**config.mk**
```make
export PLATFORM = sky130hd
export DESIGN_NAME = ps2_key_tracker_flat
export DESIGN_NICKNAME = d
export VERILOG_FILES = /design/src/rtl/ps2_key_tracker_if.sv /design/src/rtl/ps2_key_tracker.sv /design/src/flat_wrapper.sv
export SDC_FILE = /design/constraint.sdc
export NUM_CORES = 1
export LEC_CHECK = 0
export BUFFER_PORTS_ARGS = -buffer_cell sky130_fd_sc_hd__buf_2
export CAP_MARGIN = 20
export CORE_MARGIN = 2
export CORE_UTILIZATION = 43
export DETAILED_ROUTE_END_ITERATION = 10
export PLACE_DENSITY = 0.66
export SLEW_MARGIN = 5
export SYNTH_ARGS = -nofsm -noshare
export SYNTH_HDL_FRONTEND = slang
export SYNTH_SLANG_ARGS = --single-unit
export TNS_END_PERCENT = 100
```
**constraint.sdc**
```tcl
create_clock -name clk -period 7.4 [get_ports clk]
set_input_delay 1.11 -clock clk [delete_from_list [all_inputs] [get_ports clk]]
set_output_delay 1.11 -clock clk [all_outputs]
set_load 0.005 [all_outputs]
```
**src/rtl/ps2_key_tracker_if.sv**
```systemverilog
// Byte-wide pop handshake between the PS/2 receiver FIFO (master) and its consumer (slave).
interface ps2_key_tracker_if;
  logic [7:0] data_in;
  logic       ready;
  logic       nextdata_n;

  modport master (output data_in, ready, input nextdata_n);
  modport slave  (input data_in, ready, output nextdata_n);
endinterface

```
**src/rtl/ps2_key_tracker.sv**
```systemverilog
// Set-2 scan-code decoder: make/break/extended prefixes, shift/caps tracking, held-key state.
//   state | meaning
//   IDLE  | waiting for a byte; consumes data_in at the edge ready is seen
//   POP   | nextdata_n low for one cycle so the FIFO advances
module ps2_key_tracker (
  input  logic                      clk,
  input  logic                      reset,
  ps2_key_tracker_if.slave          fifo,
  output logic [7:0]                key_code,
  output logic [7:0]                ascii,
  output logic                      key_valid,
  output logic                      shift,
  output logic                      is_caps,
  output logic [7:0]                press_count
);

  typedef enum logic {ST_IDLE = 1'b0, ST_POP = 1'b1} state_e;

  state_e     state_q, state_d;
  logic       take;
  logic       brk_pend_q, brk_pend_d;
  logic       ext_pend_q, ext_pend_d;
  logic       shl_q, shl_d;
  logic       shr_q, shr_d;
  logic       caps_held_q, caps_held_d;
  logic       caps_q, caps_d;
  logic       key_valid_q, key_valid_d;
  logic [7:0] key_code_q, key_code_d;
  logic [7:0] press_count_q, press_count_d;

  always_ff @(posedge clk) begin
    if (reset) state_q <= ST_IDLE;
    else       state_q <= state_d;
  end

  always_comb begin
    state_d = state_q;
    case (state_q)
      ST_IDLE: if (fifo.ready) state_d = ST_POP;
      ST_POP:  state_d = ST_IDLE;
      default: state_d = ST_IDLE;
    endcase
  end

  always_comb begin
    fifo.nextdata_n = (state_q != ST_POP);
    take            = (state_q == ST_IDLE) && fifo.ready;
  end

  always_comb begin
    brk_pend_d    = brk_pend_q;
    ext_pend_d    = ext_pend_q;
    shl_d         = shl_q;
    shr_d         = shr_q;
    caps_held_d   = caps_held_q;
    caps_d        = caps_q;
    key_valid_d   = key_valid_q;
    key_code_d    = key_code_q;
    press_count_d = press_count_q;
    if (take) begin
      case (fifo.data_in)
        8'hF0: brk_pend_d = 1'b1;
        8'hE0: ext_pend_d = 1'b1;
        default: begin
          brk_pend_d = 1'b0;
          ext_pend_d = 1'b0;
          // Extended codes (including the E0 12 fake shift) never touch key state.
          if (!ext_pend_q) begin
            case (fifo.data_in)
              8'h12: shl_d = !brk_pend_q;
              8'h59: shr_d = !brk_pend_q;
              8'h58: begin
                if (brk_pend_q) begin
                  caps_held_d = 1'b0;
                end else if (!caps_held_q) begin
                  caps_d      = !caps_q;
                  caps_held_d = 1'b1;
                end
              end
              default: begin
                if (brk_pend_q) begin
                  if (fifo.data_in == key_code_q) key_valid_d = 1'b0;
                end else if (!(key_valid_q && fifo.data_in == key_code_q)) begin
                  key_code_d    = fifo.data_in;
                  key_valid_d   = 1'b1;
                  press_count_d = press_count_q + 8'd1;
                end
              end
            endcase
          end
        end
      endcase
    end
  end

  always_ff @(posedge clk) begin
    if (reset) begin
      brk_pend_q    <= 1'b0;
      ext_pend_q    <= 1'b0;
      shl_q         <= 1'b0;
      shr_q         <= 1'b0;
      caps_held_q   <= 1'b0;
      caps_q        <= 1'b0;
      key_valid_q   <= 1'b0;
      key_code_q    <= 8'h00;
      press_count_q <= 8'h00;
    end else begin
      brk_pend_q    <= brk_pend_d;
      ext_pend_q    <= ext_pend_d;
      shl_q         <= shl_d;
      shr_q         <= shr_d;
      caps_held_q   <= caps_held_d;
      caps_q        <= caps_d;
      key_valid_q   <= key_valid_d;
      key_code_q    <= key_code_d;
      press_count_q <= press_count_d;
    end
  end

  always_comb begin
    case (key_code_q)
      8'h1C: ascii = 8'h61;  8'h32: ascii = 8'h62;  8'h21: ascii = 8'h63;
      8'h23: ascii = 8'h64;  8'h24: ascii = 8'h65;  8'h2B: ascii = 8'h66;
      8'h34: ascii = 8'h67;  8'h33: ascii = 8'h68;  8'h43: ascii = 8'h69;
      8'h3B: ascii = 8'h6A;  8'h42: ascii = 8'h6B;  8'h4B: ascii = 8'h6C;
      8'h3A: ascii = 8'h6D;  8'h31: ascii = 8'h6E;  8'h44: ascii = 8'h6F;
      8'h4D: ascii = 8'h70;  8'h15: ascii = 8'h71;  8'h2D: ascii = 8'h72;
      8'h1B: ascii = 8'h73;  8'h2C: ascii = 8'h74;  8'h3C: ascii = 8'h75;
      8'h2A: ascii = 8'h76;  8'h1D: ascii = 8'h77;  8'h22: ascii = 8'h78;
      8'h35: ascii = 8'h79;  8'h1A: ascii = 8'h7A;
      8'h45: ascii = 8'h30;  8'h16: ascii = 8'h31;  8'h1E: ascii = 8'h32;
      8'h26: ascii = 8'h33;  8'h25: ascii = 8'h34;  8'h2E: ascii = 8'h35;
      8'h36: ascii = 8'h36;  8'h3D: ascii = 8'h37;  8'h3E: ascii = 8'h38;
      8'h46: ascii = 8'h39;
      8'h29: ascii = 8'h20;
      default: ascii = 8'h00;
    endcase
  end

  assign key_code    = key_code_q;
  assign key_valid   = key_valid_q;
  assign shift       = shl_q | shr_q;
  assign is_caps     = caps_q;
  assign press_count = press_count_q;

endmodule

```
**src/flat_wrapper.sv**
```systemverilog
// flat-port wrapper written by rule: the top's interface ports become plain ports
module ps2_key_tracker_flat 
  (clk, reset, key_code, ascii, key_valid, shift, is_caps, press_count, fifo_data_in, fifo_ready, fifo_nextdata_n);
  ps2_key_tracker_if fifo_i ();
  input  logic clk;
  input  logic reset;
  output logic [7:0] key_code;
  output logic [7:0] ascii;
  output logic key_valid;
  output logic shift;
  output logic is_caps;
  output logic [7:0] press_count;
  input wire logic [$bits(fifo_i.data_in)-1:0] fifo_data_in;
  input wire logic [$bits(fifo_i.ready)-1:0] fifo_ready;
  output wire logic [$bits(fifo_i.nextdata_n)-1:0] fifo_nextdata_n;
  assign fifo_i.data_in = fifo_data_in;
  assign fifo_i.ready = fifo_ready;
  assign fifo_nextdata_n = fifo_i.nextdata_n;
  ps2_key_tracker u_core (.clk(clk), .reset(reset), .fifo(fifo_i), .key_code(key_code), .ascii(ascii), .key_valid(key_valid), .shift(shift), .is_caps(is_caps), .press_count(press_count));
endmodule
```
==> results.yml, run 1 <==
global_routing:
  grt_usage: 0.211
  grt_max_degree: 41
  grt-busiest-layer: "met2"
  grt_pass1_vias: 2219
  use_met3: 0.0393
  gr-usage-met1: 0.282
  use_met2: 0.335
  grt_pass1_wl_um: 10900
  overflow: 0
  grt_antenna_before_repair: 0
pwr:
  p_leak_nw: 1.11
  fin_total_pwr_uw: 473
  power.density_nw_per_um2: 172
  ir_drop_uv: 97.4
routing:
  first_pass_iters: 5
  antenna_left: 0
  drt_iter0_markers: 255
  num_vias: 2424
  postRouteWirelength_um: 6630
  avgRoutedWirePerCell_um: 16.7
  post-route-drc-count: 0
  via_per_inst: 6.11
logic_synthesis:
  synthMuxAreaShare: 0.0695
  synth_fa_ha_area_frac: 0.0298
  synth_cells: 303
  avgSynthCellArea_um2: 8.31
  syn_area_um2: 2520
  synth_edf_count: 0
  synth.most_common_cell: "dfxtp_1"
  ys_dominant_reg_cell: "dfxtp_1"
  yosysTopAreaCell: "dfxtp_1"
  ys_types: 69
  synth_top_family_by_area: "simple AND/OR/NAND/NOR gates"
  yosysWarnings: 0
  synth_seq_area_share: 0.246
  synthTopCellsByArea: "dfxtp_1, xor2_1, nor2_1"
  synthTopCellsByCount: "dfxtp_1, nor2_1, nand2_1, a21oi_1, nand3_1"
  synth-compound-area-share: 0.234
  synth_top_area_share: 0.246
  synth_simple_gate_area_frac: 0.277
  synth-xor-area-share: 0.0556
  ys_ff_latch: 31
  synthArstFlopShare: 0
  synth_nets: 320
sta:
  slew_viol_final: 0
  setup_violations: 0
  finalCritPeriodShare: 0.564
  hold_violations: 0
  slew_headroom: 0.367
  max_slew.worst_pin.slew_ps: 937
  finalCriticalPeriod_ps: 4170
  fmax_mhz: 240
  fin_setup_tns_ps: 0
  grt_setup_unrepaired: "no"
  clock_skew_ps: 10.4
die:
  start_util: 0.452
  die_w_um: 80.5
  core_area_um2: 5570
  dieHeight_um: 80.5
  die_area_um2: 6490
  std_cell_rows: 27
  ios: 39
clocking:
  cts_resized: 0
  cts.sinks: 31
  post_cts_buffers: 0
  cts-root-buf: "clkbuf_8"
  cts.clk_slew.worst_paths_ps: 70
  cts_made_buffers: 5
  cts_buffer_depth: 2
  htree_levels: 2
  cts_tree: "done"
  clk_latency_ps: 290
  ctsHoldBuffers: 0
setup_path:
  cp-start-kind: "input pin"
  cp-end-kind: "register"
  worstSetupPathType: "in -> reg"
  cp.required_ps: 7580
  crit_fanout: 17
  r2r_slack_ps: 3730
  cp.arrival_ps: 4350
layout:
  drive_gt1_frac: 0.225
  fin_nets: 341
  n_antenna_cell: 0
  filler_cell_count: 546
  multi_input_area_um2: 1680
  regArea_um2: 621
  area_growth_pct: 9.44
  final_area_um2: 2760
place:
  dp_hpwl_um: 4820
  placed_cell_area_um2: 2640
  io_buffer_count: 37
  gp_congestion: 0.941
worst_hold_path:
  hold_class: "reg -> reg"
job:
  maxCapViolCount: 0
status:
  status: "complete, no violations"
==> power breakdown <==
part	internal [mW]	total, mW	switching, mW
sequential	0.174	0.183	0.00923
clock	0.109	0.178	0.0692
combinational	0.0419	0.112	0.0698
total	0.325	0.473	0.148
==> layout make-up <==
cell class / count / area share
multi-input combinational: 233 / 0.611
sequential: 31 / 0.225
timing repair buffer: 37 / 0.0672
tap: 72 / 0.0327
clock buffer: 6 / 0.0300
inverter: 16 / 0.0218
clock inverter: 2 / 0.0127
==> worst paths after layout <==
path	startpoint	endpoint	depth (start not counted)
max reg2reg	u_core.key_code[2]	register	12
min	u_core.caps_held_q	u_core.caps_held_q	2
min reg2reg	u_core.caps_held_q	u_core.caps_held_q	2
max	fifo_data_in[2]	register	13
==> per-stage QoR <==
| step | hold slack (ps) | utilization | instances | setup slack, ps |
|---|---|---|---|---|
| global placement | 457 | 0.473 | 389 | 3010 |
| global route | 517 | 0.495 | 397 | 2880 |
| detailed placement | 476 | 0.473 | 389 | 2980 |
| finish | 483 | 0.495 | 397 | 3230 |
| floorplan | 446 | - | 303 | 3790 |
| CTS | 490 | 0.495 | 397 | 3250 |
==> routing by layer <==
metal / up-vias / routed length, um
met3: 12 / 434
met1: 1140 / 2970
met4: 0 / 132
met2: 106 / 3100
li1: 1166 / -
met5: - / 0
==> critical path, cell delays in order <==
cell and delay (ps):
buf_2 170, xor2_1 170, nor4_2 420, and3_1 640, nor2_8 160, mux2i_4 270
inv_1 120, ha_1 250, inv_1 100, a2111oi_2 280, o22ai_1 170, o32a_1 390
o31ai_1 80
==> cells by family after synthesis <==
group	after synthesis
buf+inv	39
mux	14
xor+xnor	16
fa+ha+maj	6
other cells	1
simple gates	120
flops	31
compound gates	76
==> cell usage in the layout, fill, tap and decap left out, types with 3 or more instances in the layout <==
cell type and instances:
nor2b_1 13, nand3_1 14, xnor2_1 3, nand2_1 17, ha_1 6, nor4b_1 3
o221ai_1 6, o311ai_1 3, inv_2 3, o31ai_1 3, o211ai_1 3, a31oi_1 8
inv_1 13, o21ai_0 10, mux2i_1 7, dfxtp_1 31, a21oi_1 15, mux2_2 4
nor3_1 7, xor2_1 13, nor2_1 28, nor4_2 3, clkbuf_8 6, nor4_1 5
nand4_1 9, buf_2 37, nand2b_1 3
Power figures use the tool's default switching activity.
==> run 2, diff against run 1 <==
--- a/config.mk
+++ b/config.mk
@@ -10,7 +10,7 @@
 export CORE_MARGIN = 2
 export CORE_UTILIZATION = 43
 export DETAILED_ROUTE_END_ITERATION = 10
-export PLACE_DENSITY = 0.66
+export PLACE_DENSITY = 0.69
 export SLEW_MARGIN = 5
 export SYNTH_ARGS = -nofsm -noshare
 export SYNTH_HDL_FRONTEND = slang
==> constraint.sdc (replaced) <==
create_clock -name clk -period 3.5 [get_ports clk]
set_input_delay 0.525 -clock clk [delete_from_list [all_inputs] [get_ports clk]]
set_output_delay 0.525 -clock clk [all_outputs]
set_load 0.005 [all_outputs]
==> run 2 against run 1 <==
  * Global-route usage grew 2.0 points
  * Clock power up 120%
  * Power up 120%
  * Design area is 3.8% higher
  * Clock skew up 2.4 ps
  * Sequential cell count is the same
  * Register-to-register slack got worse by 3200 ps
  * Combinational power increased by 130%
==> results.yml, run 2 (same netlist as run 1, synthesis figures left out) <==
place:
  dp_hpwl_um: 5340
  dp_cells: 403
  io_buffer_count: 37
  placed_cell_area_um2: 2740
  post-place-ws_ps: 173
  gp_congestion: 0.921
die:
  ios: 39
  dieHeight_um: 80.5
  core_area_um2: 5570
  die_w_um: 80.5
  start_util: 0.452
  die_area_um2: 6490
  std_cell_rows: 27
layout:
  drive_gt1_frac: 0.257
  n_antenna_cell: 0
  final_common_cell: "buf_2"
  fin_cells: 411
  filler_cell_count: 536
  area_growth_pct: 13.6
  final_area_um2: 2860
  fin_nets: 355
  final_cell_mix: "buf_2, dfxtp_1, nor2_1"
setup_path:
  cp-end-kind: "register"
  crit_fanout: 8
  crit_slowest_cell: "a211oi_4"
  cp.arrival_ps: 3240
  cp-start-kind: "input pin"
  slowest_delay_ps: 420
  worstPathCellList: "buf_2, and3_4, a211oi_4, nand3_4, nor2_8, mux2i_4, ha_1, inv_1, a2111oi_2, o22ai_1, o32a_1, o31ai_1"
  worstSetupPathType: "in -> reg"
  cp.required_ps: 3720
sta:
  fin_setup_tns_ps: 0
  finalCriticalPeriod_ps: 3020
  slew_viol_final: 0
  clock_skew_ps: 12.9
  setup_slack_ps: 478
  setup_violations: 0
  fmax_mhz: 331
  finalCritPeriodShare: 0.863
  hold_violations: 0
  max_slew.worst_pin.slew_ps: 589
  grt_setup_unrepaired: "no"
  slew_headroom: 0.605
global_routing:
  grt_pass1_wl_um: 11800
  grt_antenna_before_repair: 0
  overflow: 0
  grt_usage: 0.232
  grt_pass1_vias: 2382
  grt_max_degree: 24
pwr:
  comb_power_share: 0.252
  p_int_uw: 699
  ir_drop_uv: 167
  seqPwrFrac: 0.374
  fin_total_pwr_mw: 1.03
  power.density_nw_per_um2: 358
  power_frac_clock: 0.374
  swShare: 0.318
  p_leak_nw: 1.18
  switchingPower_uw: 327
routing:
  post-route-drc-count: 0
  postRouteWirelength_um: 7140
  first_pass_iters: 7
  via_per_inst: 6.17
  antenna_left: 0
  drt_iter0_markers: 230
  avgRoutedWirePerCell_um: 17.4
  num_vias: 2536
clocking:
  cts_made_buffers: 5
  htree_levels: 2
  cts.clk_slew.worst_paths_ps: 80
  cts_resized: 0
  cts_buffer_depth: 2
  cts-root-buf: "clkbuf_8"
  ctsHoldBuffers: 0
  cts_tree: "done"
  post_cts_buffers: 0
  clk_latency_ps: 300
  cts.sinks: 31
status:
  status: "complete, no violations"
worst_hold_path:
  hold_class: "reg -> reg"
job:
  maxCapViolCount: 0
## run 2: cell types whose count changed in the layout (fill, tap and decap cells not counted)
cell,delta
buf_4,+14
## run 2: metrics by stage
stage / hold WS, ps / util
finish: 480 / 0.513
global route: 512 / 0.513
CTS: 484 / 0.513
detailed placement: 475 / 0.492
global placement: 457 / 0.492
floorplan: 446 / -
## run 2: per-layer routing
metal / wire (um) / global-route usage / vias up / share of wire
li1: - / - / 1195 / -
met1: 3150 / 0.303 / 1206 / 0.44
met2: 3360 / 0.382 / 116 / 0.47
met3: 473 / 0.0393 / 19 / 0.066
met4: 160 / 0.0847 / 0 / 0.022
met5: 0 / 0 / - / 0
## run 2: path summary, 6_finish.rpt
path | start | end | slack [ps] | cells after the start
setup / recovery | fifo_data_in[6] | register | 480 | 12
hold / removal | u_core.caps_held_q | u_core.caps_held_q | 480 | 2
setup reg to reg | u_core.state_q | register | 520 | 11
hold reg to reg | u_core.caps_held_q | u_core.caps_held_q | 480 | 2
## run 2: layout make-up
class / instances / area, um^2 / share of cell area
clock buffers: 6 / 82.6 / 0.0289
inverters: 16 / 60.1 / 0.0210
clock inverters: 2 / 35.0 / 0.0122
flip-flops and latches: 31 / 621 / 0.217
multi-input cells: 233 / 1680 / 0.588
well taps: 72 / 90.1 / 0.0315
repair buffers: 51 / 290 / 0.101
## run 2: critical path, delay by kind of cell
family	cells	cell delay, ps
buffers and inverters	2	230
AND/OR/NAND/NOR	3	570
adder cells (fa/ha/maj)	1	280
AO/OA/AOI/OAI	5	1280
multiplexers	1	330
## run 2: power by group through the flow
stage | registers, mW | logic, mW | clock network, mW
after floorplan | 0.389 | 0.186 | 0
after global placement | 0.391 | 0.253 | 0
after detailed placement | 0.391 | 0.254 | 0
after CTS | 0.383 | 0.255 | 0.388
after global routing | 0.386 | 0.282 | 0.400
final | 0.383 | 0.259 | 0.383
==> run 3, diff against run 2 <==
--- a/config.mk
+++ b/config.mk
@@ -6,10 +6,10 @@
 export NUM_CORES = 1
 export LEC_CHECK = 0
 export BUFFER_PORTS_ARGS = -buffer_cell sky130_fd_sc_hd__buf_2
-export CAP_MARGIN = 20
 export CORE_MARGIN = 2
 export CORE_UTILIZATION = 43
 export DETAILED_ROUTE_END_ITERATION = 10
+export HOLD_SLACK_MARGIN = 0.02
 export PLACE_DENSITY = 0.69
 export SLEW_MARGIN = 5
 export SYNTH_ARGS = -nofsm -noshare
==> constraint.sdc (replaced) <==
create_clock -name clk -period 3.5 [get_ports clk]
set_input_delay 0.525 -clock clk [delete_from_list [all_inputs] [get_ports clk]]
set_output_delay 0.525 -clock clk [all_outputs]
set_load 0.1 [all_outputs]
==> run 3 against run 2 <==
  * First-iteration DRC count up 7.0%
  * Die area unchanged
  * Clock skew down 4.5 ps
  * Power up 9.6%
  * Highest routed layer unchanged
  * Setup slack worse by 67 ps
  * Via count down 0.99%
  * Count of clock-buffer cells in the layout unchanged
  * Combinational power up 38%
  * Routed wire length down 2.1%
  * Core utilization down 0.13 points
  * Sequential share of layout area up 0.057 points
==> results.yml, run 3 (same netlist as run 1, synthesis figures left out) <==
status:
  status: "complete, no violations"
sta:
  hold_violations: 0
  finalCritPeriodShare: 0.883
  grt_setup_unrepaired: "no"
  setup_violations: 0
  max_slew.worst_pin.slew_ps: 600
  fmax_mhz: 324
  slew_viol_final: 0
  clock_skew_ps: 8.37
  whs_ps: 473
  finalCriticalPeriod_ps: 3090
  fin_setup_tns_ps: 0
  slew_headroom: 0.595
job:
  maxCapViolCount: 0
layout:
  final_common_cell: "buf_2"
  n_antenna_cell: 0
  regArea_um2: 621
  drive_gt1_frac: 0.254
  area_growth_pct: 13.3
  fin_nets: 354
  filler_cell_count: 535
  multi_input_area_um2: 1680
  final_cell_mix: "buf_2, dfxtp_1, nor2_1"
setup_path:
  crit_fanout: 11
  crit_slowest_cell: "nor4b_1"
  path_depth: 13
  ff2ff_path_depth: 11
  worstPathCellList: "buf_2, nor4b_1, o21ai_2, nand3_4, nor2_8, mux2i_4, inv_1, ha_1, inv_1, a2111oi_2, o22ai_1, o32a_1, o31ai_1"
  r2r_slack_ps: 480
  worstSetupPathType: "in -> reg"
  crit_top_cell: "inv_1"
  crit_buf_inv: 3
  critPathTopFamily: "compound AO/OA/AOI/OAI gates"
  cp-start-kind: "input pin"
  cp-end-kind: "register"
  cp.arrival_ps: 3300
  slowest_delay_ps: 540
  rr_startpoint: "u_core.state_q"
  cp.required_ps: 3710
worst_hold_path:
  min_to: "u_core.caps_held_q"
  hold_class: "reg -> reg"
  whs_path_depth: 2
  hp-start: "u_core.caps_held_q"
die:
  dieHeight_um: 80.5
  std_cell_rows: 27
  start_util: 0.452
  core_area_um2: 5570
  die_area_um2: 6490
  ios: 39
  die_w_um: 80.5
place:
  gp_congestion: 0.921
  dp_hpwl_um: 5120
  io_buffer_count: 37
clocking:
  htree_levels: 2
  cts_made_buffers: 5
  cts_tree: "done"
  ctsHoldBuffers: 0
  cts_buffer_depth: 2
  clk_latency_ps: 290
  cts.sinks: 31
  cts-root-buf: "clkbuf_8"
  cts_resized: 0
  cts.clk_slew.worst_paths_ps: 80
  post_cts_buffers: 0
routing:
  first_pass_iters: 6
  avgRoutedWirePerCell_um: 17.0
  post-route-drc-count: 0
  num_vias: 2511
  via_per_inst: 6.12
  antenna_left: 0
  postRouteWirelength_um: 6990
  drt_iter0_markers: 246
global_routing:
  grt_pass1_vias: 2256
  grt_max_degree: 24
  grt_pass1_wl_um: 11100
  grt_antenna_before_repair: 0
  grt_usage: 0.218
  overflow: 0
pwr:
  power.density_nw_per_um2: 394
  p_leak_nw: 1.17
  ir_drop_uv: 209
==> run 3: cell types whose count changed in the layout (fill, tap and decap cells not counted) <==
cell,change
buf_4,-1
==> run 3: power breakdown <==
group          switching (mW)  internal [mW]
logic                   0.258          0.100
registers              0.0167          0.368
clock network           0.150          0.230
total                   0.425          0.698
==> run 3: cell type report <==
cell class              count  share of cell area
clock buffers               6              0.0289
clock inverters             2              0.0123
inverters                  16              0.0210
multi-input cells         233               0.590
flip-flops and latches     31               0.217
well taps                  72              0.0316
repair buffers             50              0.0991
==> run 3: routing by layer <==
metal  GRT usage  routed length [um]
met5           0                   0
met2       0.358                3290
met3      0.0438                 459
met1       0.281                3080
met4      0.0814                 160
==> run 3: how the worst max path moves through the flow <==
| stage | start | to | slack [ps] |
|---|---|---|---|
| global route | fifo_data_in[1] | register | 190 |
| floorplan | u_core.key_code[2] | register | 20 |
| detailed placement | fifo_data_in[1] | register | 160 |
| global placement | fifo_data_in[6] | register | 270 |
| finish | fifo_data_in[1] | register | 410 |
| CTS | fifo_data_in[1] | register | 450 |
==> run 3: per-stage QoR <==
step / util / area (um^2) / power [mW] / instances / worst slack, ps
finish: 0.512 / 2850 / 1.12 / 410 / 411
global route: 0.512 / 2850 / 1.17 / 410 / 188
CTS: 0.512 / 2850 / 1.12 / 410 / 447
detailed placement: 0.491 / 2740 / 0.744 / 402 / 157
global placement: 0.491 / 2740 / 0.746 / 402 / 272
floorplan: - / 2520 / 0.677 / 303 / 22.4
==> run 3: worst min-delay path, cell delays in order, from the launching register on <==
cell and delay, ps:
dfxtp_1 310, o21ai_0 60, a21oi_1 60
